$ cat src/rtl/bb84_pkg.sv
// bb84_pkg
// Shared types and constants for the BB84 sift engine.
//   state_t     : engine FSM states
//   BASIS_*     : basis encoding carried on the channel
//   qubit_t     : channel symbol layout {bit, basis}
//   LFSR_*      : width and Fibonacci tap mask (taps 16,14,13,11)
package bb84_pkg;

    typedef enum logic [1:0] {
        ST_IDLE = 2'd0,
        ST_XMIT = 2'd1,
        ST_DONE = 2'd2
    } state_t;

    localparam logic BASIS_RECT = 1'b0;
    localparam logic BASIS_DIAG = 1'b1;

    typedef struct packed {
        logic data;
        logic basis;
    } qubit_t;

    localparam int          LFSR_W    = 16;
    // Bit k-1 set means tap k participates in the feedback XOR.
    localparam logic [15:0] LFSR_TAPS = 16'hB400;

endpackage

$ cat src/rtl/bb84_lfsr.sv
// bb84_lfsr
// Fibonacci LFSR shifting toward the MSB, feedback enters at bit 0.
//   clk, rst : clock, synchronous active-high reset (loads SEED)
//   adv      : advance one step this cycle
//   low      : lowest OUT_W bits of the current state
module bb84_lfsr #(
    parameter int               WIDTH = 16,
    parameter logic [WIDTH-1:0] SEED  = {{(WIDTH-1){1'b0}}, 1'b1},
    parameter logic [WIDTH-1:0] TAPS  = {1'b1, {(WIDTH-1){1'b0}}},
    parameter int               OUT_W = 3
) (
    input  logic             clk,
    input  logic             rst,
    input  logic             adv,
    output logic [OUT_W-1:0] low
);

    logic [WIDTH-1:0] state;

    always_ff @(posedge clk) begin
        if (rst) begin
            state <= SEED;
        end else if (adv) begin
            state <= {state[WIDTH-2:0], ^(state & TAPS)};
        end
    end

    assign low = state[OUT_W-1:0];

endmodule

$ cat src/rtl/bb84_sift_engine.sv
// bb84_sift_engine
// Frame-based BB84 exchange: one raw qubit per cycle through an optional
// intercept-resend eavesdropper, basis sifting, error estimation on the
// first CHECK_N sifted bits, remaining bits delivered as key.
//   clk, rst                          : clock, synchronous active-high reset
//   start                             : begin frame (IDLE only)
//   alice_bits/alice_basis/bob_basis  : per-qubit frame data, latched at start
//   spy_en                            : eavesdropper enable, latched at start
//   busy, done                        : frame in progress / end-of-frame pulse
//   qubit, bob_bit                    : channel symbol and Bob's measurement
//   sifted_key, sifted_len, err_cnt   : frame results, held until next start
//   abort                             : session rejected, valid with done
//
// state   | meaning
// IDLE    | results held, waiting for start
// XMIT    | one qubit per cycle, idx 0..KEY_W-1
// DONE    | done pulse, abort decision
module bb84_sift_engine
    import bb84_pkg::*;
#(
    parameter int          KEY_W     = 16,
    parameter int          CHECK_N   = 4,
    parameter int          ERR_MAX   = 0,
    parameter logic [15:0] LFSR_SEED = 16'hACE1,
    localparam int         CW        = $clog2(KEY_W + 1),
    localparam int         IW        = $clog2(KEY_W)
) (
    input  logic             clk,
    input  logic             rst,
    input  logic             start,
    input  logic [KEY_W-1:0] alice_bits,
    input  logic [KEY_W-1:0] alice_basis,
    input  logic [KEY_W-1:0] bob_basis,
    input  logic             spy_en,
    output logic             busy,
    output logic             done,
    output logic [1:0]       qubit,
    output logic             bob_bit,
    output logic [KEY_W-1:0] sifted_key,
    output logic [CW-1:0]    sifted_len,
    output logic [CW-1:0]    err_cnt,
    output logic             abort
);

    state_t           state, state_nx;
    logic [IW-1:0]    idx;
    logic [KEY_W-1:0] bits_q, abasis_q, bbasis_q;
    logic             spy_q;
    logic [CW-1:0]    chk_cnt;
    logic [2:0]       rnd;
    logic             adv;

    qubit_t           ch;
    logic             a_bit, a_basis, b_basis;
    logic             meas, sift, chk_phase;

    bb84_lfsr #(
        .WIDTH (LFSR_W),
        .SEED  (LFSR_SEED),
        .TAPS  (LFSR_TAPS),
        .OUT_W (3)
    ) u_lfsr (
        .clk (clk),
        .rst (rst),
        .adv (adv),
        .low (rnd)
    );

    // The LFSR only moves while qubits are on the channel, so consecutive
    // frames draw from one continuous random stream.
    assign adv = (state == ST_XMIT);

    always_ff @(posedge clk) begin
        if (rst) state <= ST_IDLE;
        else     state <= state_nx;
    end

    always_comb begin
        state_nx = state;
        case (state)
            ST_IDLE: if (start) state_nx = ST_XMIT;
            ST_XMIT: if (idx == IW'(KEY_W - 1)) state_nx = ST_DONE;
            ST_DONE: state_nx = ST_IDLE;
            default: state_nx = ST_IDLE;
        endcase
    end

    // Channel and measurement for the current index. Eve measures in basis
    // rnd[0]; on a basis miss she resends a random bit rnd[1] in her basis.
    // Bob gets a random outcome rnd[2] whenever his basis misses the channel.
    always_comb begin
        a_bit    = bits_q[idx];
        a_basis  = abasis_q[idx];
        b_basis  = bbasis_q[idx];
        ch.data  = a_bit;
        ch.basis = a_basis;
        if (spy_q && (rnd[0] != a_basis)) begin
            ch.data  = rnd[1];
            ch.basis = rnd[0];
        end
        meas      = (b_basis == ch.basis) ? ch.data : rnd[2];
        sift      = (b_basis == a_basis);
        chk_phase = int'(chk_cnt) < CHECK_N;
    end

    always_ff @(posedge clk) begin
        if (rst) begin
            idx        <= '0;
            bits_q     <= '0;
            abasis_q   <= '0;
            bbasis_q   <= '0;
            spy_q      <= 1'b0;
            chk_cnt    <= '0;
            busy       <= 1'b0;
            done       <= 1'b0;
            qubit      <= {1'b0, BASIS_RECT};
            bob_bit    <= 1'b0;
            sifted_key <= '0;
            sifted_len <= '0;
            err_cnt    <= '0;
            abort      <= 1'b0;
        end else begin
            done <= 1'b0;
            case (state)
                ST_IDLE: begin
                    if (start) begin
                        bits_q     <= alice_bits;
                        abasis_q   <= alice_basis;
                        bbasis_q   <= bob_basis;
                        spy_q      <= spy_en;
                        idx        <= '0;
                        chk_cnt    <= '0;
                        sifted_key <= '0;
                        sifted_len <= '0;
                        err_cnt    <= '0;
                        abort      <= 1'b0;
                    end
                end
                ST_XMIT: begin
                    busy    <= 1'b1;
                    qubit   <= ch;
                    bob_bit <= meas;
                    idx     <= idx + 1'b1;
                    if (sift) begin
                        if (chk_phase) begin
                            chk_cnt <= chk_cnt + 1'b1;
                            if (meas != a_bit) err_cnt <= err_cnt + 1'b1;
                        end else begin
                            sifted_key <= sifted_key | (KEY_W'(meas) << sifted_len);
                            sifted_len <= sifted_len + 1'b1;
                        end
                    end
                end
                ST_DONE: begin
                    busy  <= 1'b0;
                    done  <= 1'b1;
                    abort <= (int'(err_cnt) > ERR_MAX) || chk_phase;
                end
                default: ;
            endcase
        end
    end

endmodule
$ cat config.mk
export PLATFORM = sky130hd
export DESIGN_NAME = bb84_sift_engine
export DESIGN_NICKNAME = d
export VERILOG_FILES = /design/src/rtl/bb84_pkg.sv /design/src/rtl/bb84_lfsr.sv /design/src/rtl/bb84_sift_engine.sv
export SDC_FILE = /design/constraint.sdc
export NUM_CORES = 1
export LEC_CHECK = 0
export ABC_AREA = 1
export CORE_MARGIN = 5
export CORE_UTILIZATION = 45
export CTS_CLUSTER_DIAMETER = 120
export DETAILED_ROUTE_END_ITERATION = 12
export PLACE_DENSITY = 0.73
export SLEW_MARGIN = 20
export SYNTH_ARGS = -nofsm -noshare
export SYNTH_HDL_FRONTEND = slang
export SYNTH_SLANG_ARGS = --single-unit
$ cat constraint.sdc
create_clock -name clk -period 2.8 [get_ports clk]
set_input_delay 0.42 -clock clk [delete_from_list [all_inputs] [get_ports clk]]
set_output_delay 0.42 -clock clk [all_outputs]
set_load 0.02 [all_outputs]
==> metrics.md, run 1 <==
| Metric | Value |
|---|---|
| Clock transition at path regs | `0.11 ns` |
| Hold Fails Final Rpt | `0` |
| Endpoints failing setup | `0` |
| Delay-heaviest family, CP | `simple AND/OR/NAND/NOR gates` |
| Synth Warn # | `0` |
| Drt first pass iters | `5` |
| CTS tree | `yes` |
| Global-route wire length before repair | `18700 um` |
| Drt wl/cell | `12.8 um` |
| CP bufs+invs | `2` |
| Chip width | `113 um` |
| Clock Skew | `0.0144 ns` |
| Critical Path Start Type | `register` |
| Area contributors post-synth | `dfxtp_1 46%, nand3_1 7.8%, o21ai_0 7.4%` |
| CTS-repair resized insts | `0` |
| Flops & latches, synth | `108` |
| Routed WL | `10900 um` |
| Worst Setup End Kind | `register` |
| Filler Cells Inserted | `955` |
| Sw Share | `0.411` |
| DRC | `0` |
| Post-synthesis sequential area ratio | `0.455` |
| Max-cap viol count | `0` |
| Worst-path cell chain | `inv_1 -> nand3_1 -> nand3_1 -> nand3_2 -> nand2_2 -> nand2_1 -> nand3_1 -> nand2_2 -> inv_2 -> nand2_2 -> nand2_4 -> nand2_2 -> nor2_2 -> nand3_1 -> a21oi_1` |
| Vias in the first global route | `4118` |
| Postcts setup bufs | `0` |
| Syn avg cell area | `7.35 um^2` |
| Final Instance Area | `5870 um^2` |
| 1st-iter DRT viols | `235` |
| Root buffer cell | `clkbuf_8` |
| # clock sinks | `108` |
| Slowest CP cell | `inv_1` |
| Starting Density | `0.460` |
| Gr usage total | `0.173` |
| Part of the power in the clock network | `0.171` |
| H-Tree Depth | `3` |
| Setup Total Neg Slack | `0 ns` |
| Synth area leader | `dfxtp_1` |
| Type of the most critical hold path | `reg2reg` |
| Max Fclk | `0.450 GHz` |
| Synth Instances | `646` |
| WP data arrival | `2.52 ns` |
| Commonest non-fill, non-tap cells in the layout | `108 x dfxtp_1, 91 x nand2_1, 83 x clkdlybuf4s50_1` |
| Combinational Power Share | `0.414` |
| Drt via density | `4.99` |
| Least-Margin Pin Slew | `0.644 ns` |
| Peak VDD IR | `0.414 mV` |
| Rows | `37` |
| Clk buf depth | `2` |
| Detail Route Antenna Nets | `0` |
| Mapped Area | `4750 um^2` |
| Layout Nets | `776` |
| P&R area growth vs syn | `23.6%` |
| Num CTS Buffers | `9` |
| P_sw | `0.00205 W` |
| Peak per-stage delay on the critical path | `0.34 ns` |
| Syn_nets | `706` |
| Total congestion overflow | `0` |
| Commonest non-fill, non-tap cell in the layout | `dfxtp_1` |
| ANT cells | `0` |
| Pins over their slew limit | `0` |
| I/O Buffers | `83` |
| CORE AREA | `10300 um^2` |
| Library cells used by synthesis | `32` |
| Int Power | `0.00294 W` |
| RSZ-0062 raised after global routing | `no` |
| Multi-input logic area | `2120 um^2` |
| Final worst slack | `0.577 ns` |
| Die Ht | `113 um` |
| Post-Place Worst Slack | `0.630 ns` |
| Clk_lat worst skew | `0.36 ns` |
| Hold_buf cts | `0` |
| Status | `finished clean` |
| Sequential cell area | `2160 um^2` |
| Pwr dens | `850 nW/um^2` |
| Placed cells | `841` |
| Final min period | `2.22 ns` |
| Die area | `12700 um^2` |
| Placed cell areas | `5690 um^2` |
| Critical-path maximum fanout | `12` |
| # IOs | `84` |
| Lkg Pwr | `2.35 nW` |
| HPWL after DPL | `7850 um` |
| Top cell type's share of synthesized area | `0.455` |
| Share of cells above drive strength 1 | `0.0680` |
| Initial antenna violation count | `0` |
| CP Class | `reg2reg` |
| DR vias | `4277` |
| Max transition margin | `0.571` |
| Largest net degree at the start of global routing | `80` |
| GPL Wtd Cong | `0.835` |
| Worst path required time | `3.10 ns` |
| Final Non-Filler Cells | `857` |
| Final Cycle Share | `0.794` |
| Flop pwr share | `0.415` |
-- sequential cells by signal, summed over array words and instances, names as in the netlist --
| register | count |
|---|---|
| abasis_q | 16 |
| bbasis_q | 16 |
| bits_q | 16 |
| sifted_key | 16 |
| u_lfsr.state | 16 |
| chk_cnt | 5 |
| err_cnt | 5 |
| sifted_len | 5 |
| idx | 4 |
| qubit | 2 |
| state | 2 |
| abort | 1 |
| bob_bit | 1 |
| busy | 1 |
| done | 1 |
| spy_q | 1 |
-- cells by family after synthesis --
logic type | Yosys count | synth area share
AND/OR/NAND/NOR | 258 | 0.252
AO/OA/AOI/OAI | 148 | 0.161
buffers and inverters | 117 | 0.0975
flip-flops | 108 | 0.455
adder cells (fa/ha/maj) | 8 | 0.0211
XOR/XNOR | 7 | 0.0129
-- power groups by stage --
| stage | Combinational [W] | Sequential (W) | Clock [W] |
|---|---|---|---|
| after floorplan | 0.00148 | 0.00214 | 0 |
| after global placement | 0.00200 | 0.00210 | 0 |
| after detailed placement | 0.00207 | 0.00211 | 0 |
| after CTS | 0.00208 | 0.00207 | 0.000875 |
| after global routing | 0.00234 | 0.00212 | 0.000946 |
| final | 0.00207 | 0.00207 | 0.000852 |
-- metrics by stage --
stage / utilization / total power [W] / hold slack [ns]
after global placement: 0.551 / 0.00410 / 0.437
after global routing: 0.568 / 0.00541 / 0.478
after detailed placement: 0.551 / 0.00417 / 0.441
after CTS: 0.568 / 0.00502 / 0.455
final: 0.568 / 0.00499 / 0.452
after floorplan: - / 0.00361 / 0.424
-- Yosys cell counts, drive strengths merged --
cell type,count
xnor2,2
o311ai,1
dfxtp,108
ha,8
xor2,5
a211oi,3
clkinv,1
or2,1
nor3b,2
nand3,77
nand2,101
nand4,11
o21ai,70
a21oi,68
o21a,1
nor3,6
o211ai,4
nor2,59
inv,81
buf,11
and3,1
a31oi,1
clkbuf,24
-- layout make-up --
cell class | count | share of cell area
repair buffers | 94 | 0.158
clock inverters | 7 | 0.00917
inverters | 82 | 0.0525
well taps | 136 | 0.0290
clock buffers | 9 | 0.0211
multi-input cells | 421 | 0.362
flip-flops and latches | 108 | 0.368
-- path summary, 6_finish.rpt --
| check | cells after the start | start | end | slack, ns |
|---|---|---|---|---|
| max | 15 | idx[1]$_SDFFE_PP0P_ | sifted_key[12]$_SDFFE_PP0P_ | 0.58 |
| min reg2reg | 2 | sifted_key[13]$_SDFFE_PP0P_ | sifted_key[13]$_SDFFE_PP0P_ | 0.45 |
| min | 2 | sifted_key[13]$_SDFFE_PP0P_ | sifted_key[13]$_SDFFE_PP0P_ | 0.45 |
| max reg2reg | 15 | idx[1]$_SDFFE_PP0P_ | sifted_key[12]$_SDFFE_PP0P_ | 0.58 |
-- routing by layer --
metal,part of all wire,up-vias,global-route usage
met3,0.056,5,0.0401
li1,-,2242,-
met2,0.47,84,0.295
met5,0,-,0
met4,0.0065,0,0.0393
met1,0.47,1946,0.224
-- worst reg2reg max path, stage by stage, from the launching register on --
cell	delay (ns)
dfxtp_1	0.32
inv_1	0.34
nand3_1	0.18
nand3_1	0.14
nand3_2	0.10
nand2_2	0.11
nand2_1	0.08
nand3_1	0.08
nand2_2	0.08
inv_2	0.07
nand2_2	0.06
nand2_4	0.12
nand2_2	0.08
nor2_2	0.16
nand3_1	0.10
a21oi_1	0.16
No activity file was read; power rests on OpenSTA's default activity.
==> run 2: changes to the inputs <==
Clock period 2.8 ns to 2.1 ns, I/O delays scaled along.
==> run 2 against run 1 <==
The flow now finishes with violations (negative setup slack). First-iteration DRC count up 57%. Sequential cell count unchanged. Via count up 4.2%. Power up 47%. Clock power up 49%. Die area unchanged. Sequential power up 36%. Final cell count up 2.5%. Clock skew down 0.00098 ns. Utilization up 4.5 points. Non-clock buffer count up 22.
==> metrics.md, run 2 (synthesis gave the netlist of run 1 again) <==
| Metric | Value |
|---|---|
| Layout Utilization | `0.614` |
| Drt via density | `5.08` |
| DRC | `0` |
| GPL Wtd Cong | `0.845` |
| CTS tree | `yes` |
| Pins over their slew limit | `0` |
| 1st-iter DRT viols | `369` |
| Initial antenna violation count | `0` |
| Final worst slack | `-0.120 ns` |
| Drt wl/cell | `13.7 um` |
| Type of the most critical hold path | `reg2reg` |
| Max transition margin | `0.562` |
| Die area | `12700 um^2` |
| WP data arrival | `2.53 ns` |
| Hold_buf cts | `0` |
| Global-route wire length before repair | `19200 um` |
| Max-cap viol count | `0` |
| Drt first pass iters | `5` |
| Detail Route Antenna Nets | `0` |
| Clock transition at path regs | `0.10 ns` |
| Gr usage total | `0.179` |
| Largest net degree at the start of global routing | `80` |
| Max Fclk | `0.450 GHz` |
| Commonest non-fill, non-tap cells in the layout | `107 x dfxtp_1, 86 x nand2_1, 83 x clkdlybuf4s50_1` |
| Final Cycle Share | `1.06` |
| Endpoints failing setup | `11` |
| Lkg Pwr | `2.57 nW` |
| Status | `finished, violations left` |
| Final Instance Area | `6330 um^2` |
| CP Class | `reg2reg` |
| Vias in the first global route | `4215` |
| Filler Cells Inserted | `898` |
| Placed cell areas | `5780 um^2` |
| Critical-path maximum fanout | `7` |
| Root buffer cell | `clkbuf_8` |
| Layout Nets | `798` |
| Final min period | `2.22 ns` |
| I/O Buffers | `83` |
| ANT cells | `0` |
| Starting Density | `0.460` |
| HPWL after DPL | `8230 um` |
| Clock Skew | `0.0134 ns` |
| Least-Margin Pin Slew | `0.656 ns` |
| Hold Fails Final Rpt | `0` |
| P&R area growth vs syn | `33.4%` |
| # IOs | `84` |
| Clk buf depth | `2` |
| Die Ht | `113 um` |
| Routed WL | `12000 um` |
| Rows | `37` |
| Worst path required time | `2.41 ns` |
| Total congestion overflow | `0` |
| Failing checks | `negative setup slack` |
| Chip width | `113 um` |
| H-Tree Depth | `3` |
| RSZ-0062 raised after global routing | `yes` |
| Commonest non-fill, non-tap cell in the layout | `dfxtp_1` |
| Num CTS Buffers | `9` |
| DR vias | `4458` |
| Worst Setup End Kind | `register` |
| Clk_lat worst skew | `0.37 ns` |
| # clock sinks | `108` |
| CORE AREA | `10300 um^2` |
| Pwr dens | `1160 nW/um^2` |
| Peak VDD IR | `0.584 mV` |
| Critical Path Start Type | `register` |
| Share of cells above drive strength 1 | `0.143` |
[run 2: cell count changes in the layout (fill, tap and decap cells not counted), sizes merged]
| cell | previous run | this run |
|---|---|---|
| inv | 81 | 83 |
| bufinv | 0 | 1 |
| clkinv | 5 | 3 |
| buf | 11 | 31 |
| clkinvlp | 3 | 1 |
| clkbuf | 9 | 11 |
[run 2: critical path: stages, from the launching register on]
cell and delay (ns):
dfxtp_4 0.44, clkbuf_16 0.16, nand2_1 0.06, nand3_1 0.12, nand3_2 0.10, nand3_2 0.10, nand2_4 0.07, xor2_2 0.19
nand2_2 0.10, nand2_4 0.10, nor3_4 0.33, buf_6 0.16, nand3_1 0.09, a21oi_1 0.14
[run 2: timing repair]
action,CTS,global route
buffers inserted,0,10
endpoints found under the setup margin,0,26
endpoints found under the hold margin,0,0
gates resized for setup,0,61
[run 2: final cells by class]
| cell class | instances | area [um^2] | area share |
|---|---|---|---|
| clock buffer | 9 | 124 | 0.0196 |
| tap | 136 | 170 | 0.0269 |
| multi-input combinational | 421 | 2320 | 0.367 |
| timing repair buffer | 116 | 1160 | 0.184 |
| inverter | 82 | 313 | 0.0494 |
| sequential | 108 | 2170 | 0.342 |
| clock inverter | 6 | 72.6 | 0.0115 |
[run 2: path summary, 6_finish.rpt]
check                         startpoint                     endpoint  slack, ns  cells past startpoint
max                  idx[0]$_SDFFE_PP0P_  sifted_key[10]$_SDFFE_PP0P_      -0.12                     13
min          sifted_key[15]$_SDFFE_PP0P_  sifted_key[15]$_SDFFE_PP0P_       0.45                      2
max reg2reg          idx[0]$_SDFFE_PP0P_  sifted_key[10]$_SDFFE_PP0P_      -0.12                     13
min reg2reg  sifted_key[15]$_SDFFE_PP0P_  sifted_key[15]$_SDFFE_PP0P_       0.45                      2
[run 2: report_power, final]
group          total [W]  internal, W  switching, W  leakage (nW)
registers        0.00282      0.00252      0.000299         0.887
clock network    0.00127     0.000558      0.000710        0.0963
logic            0.00327      0.00128       0.00198          1.58
total            0.00735      0.00436       0.00299          2.57
[run 2: layer usage]
layer	part of all wire	routed length (um)	GRT usage	vias up
li1	-	-	-	2302
met1	0.45	5370	0.231	2061
met2	0.49	5920	0.303	88
met3	0.053	640	0.0396	7
met4	0.0072	87	0.0497	0
met5	0	0	0	-
[run 2: stage by stage]
step                TNS, ns  hold slack [ns]  power (W)  cells  setup WS, ns
floorplan                 0            0.393    0.00482    646         0.268
global placement          0            0.438    0.00558    851        0.0851
detailed placement        0            0.443    0.00566    851        0.0502
CTS                       0            0.459    0.00691    866        0.0195
global route          -3.28            0.472    0.00790    878        -0.230
finish               -0.614            0.454    0.00735    878        -0.120
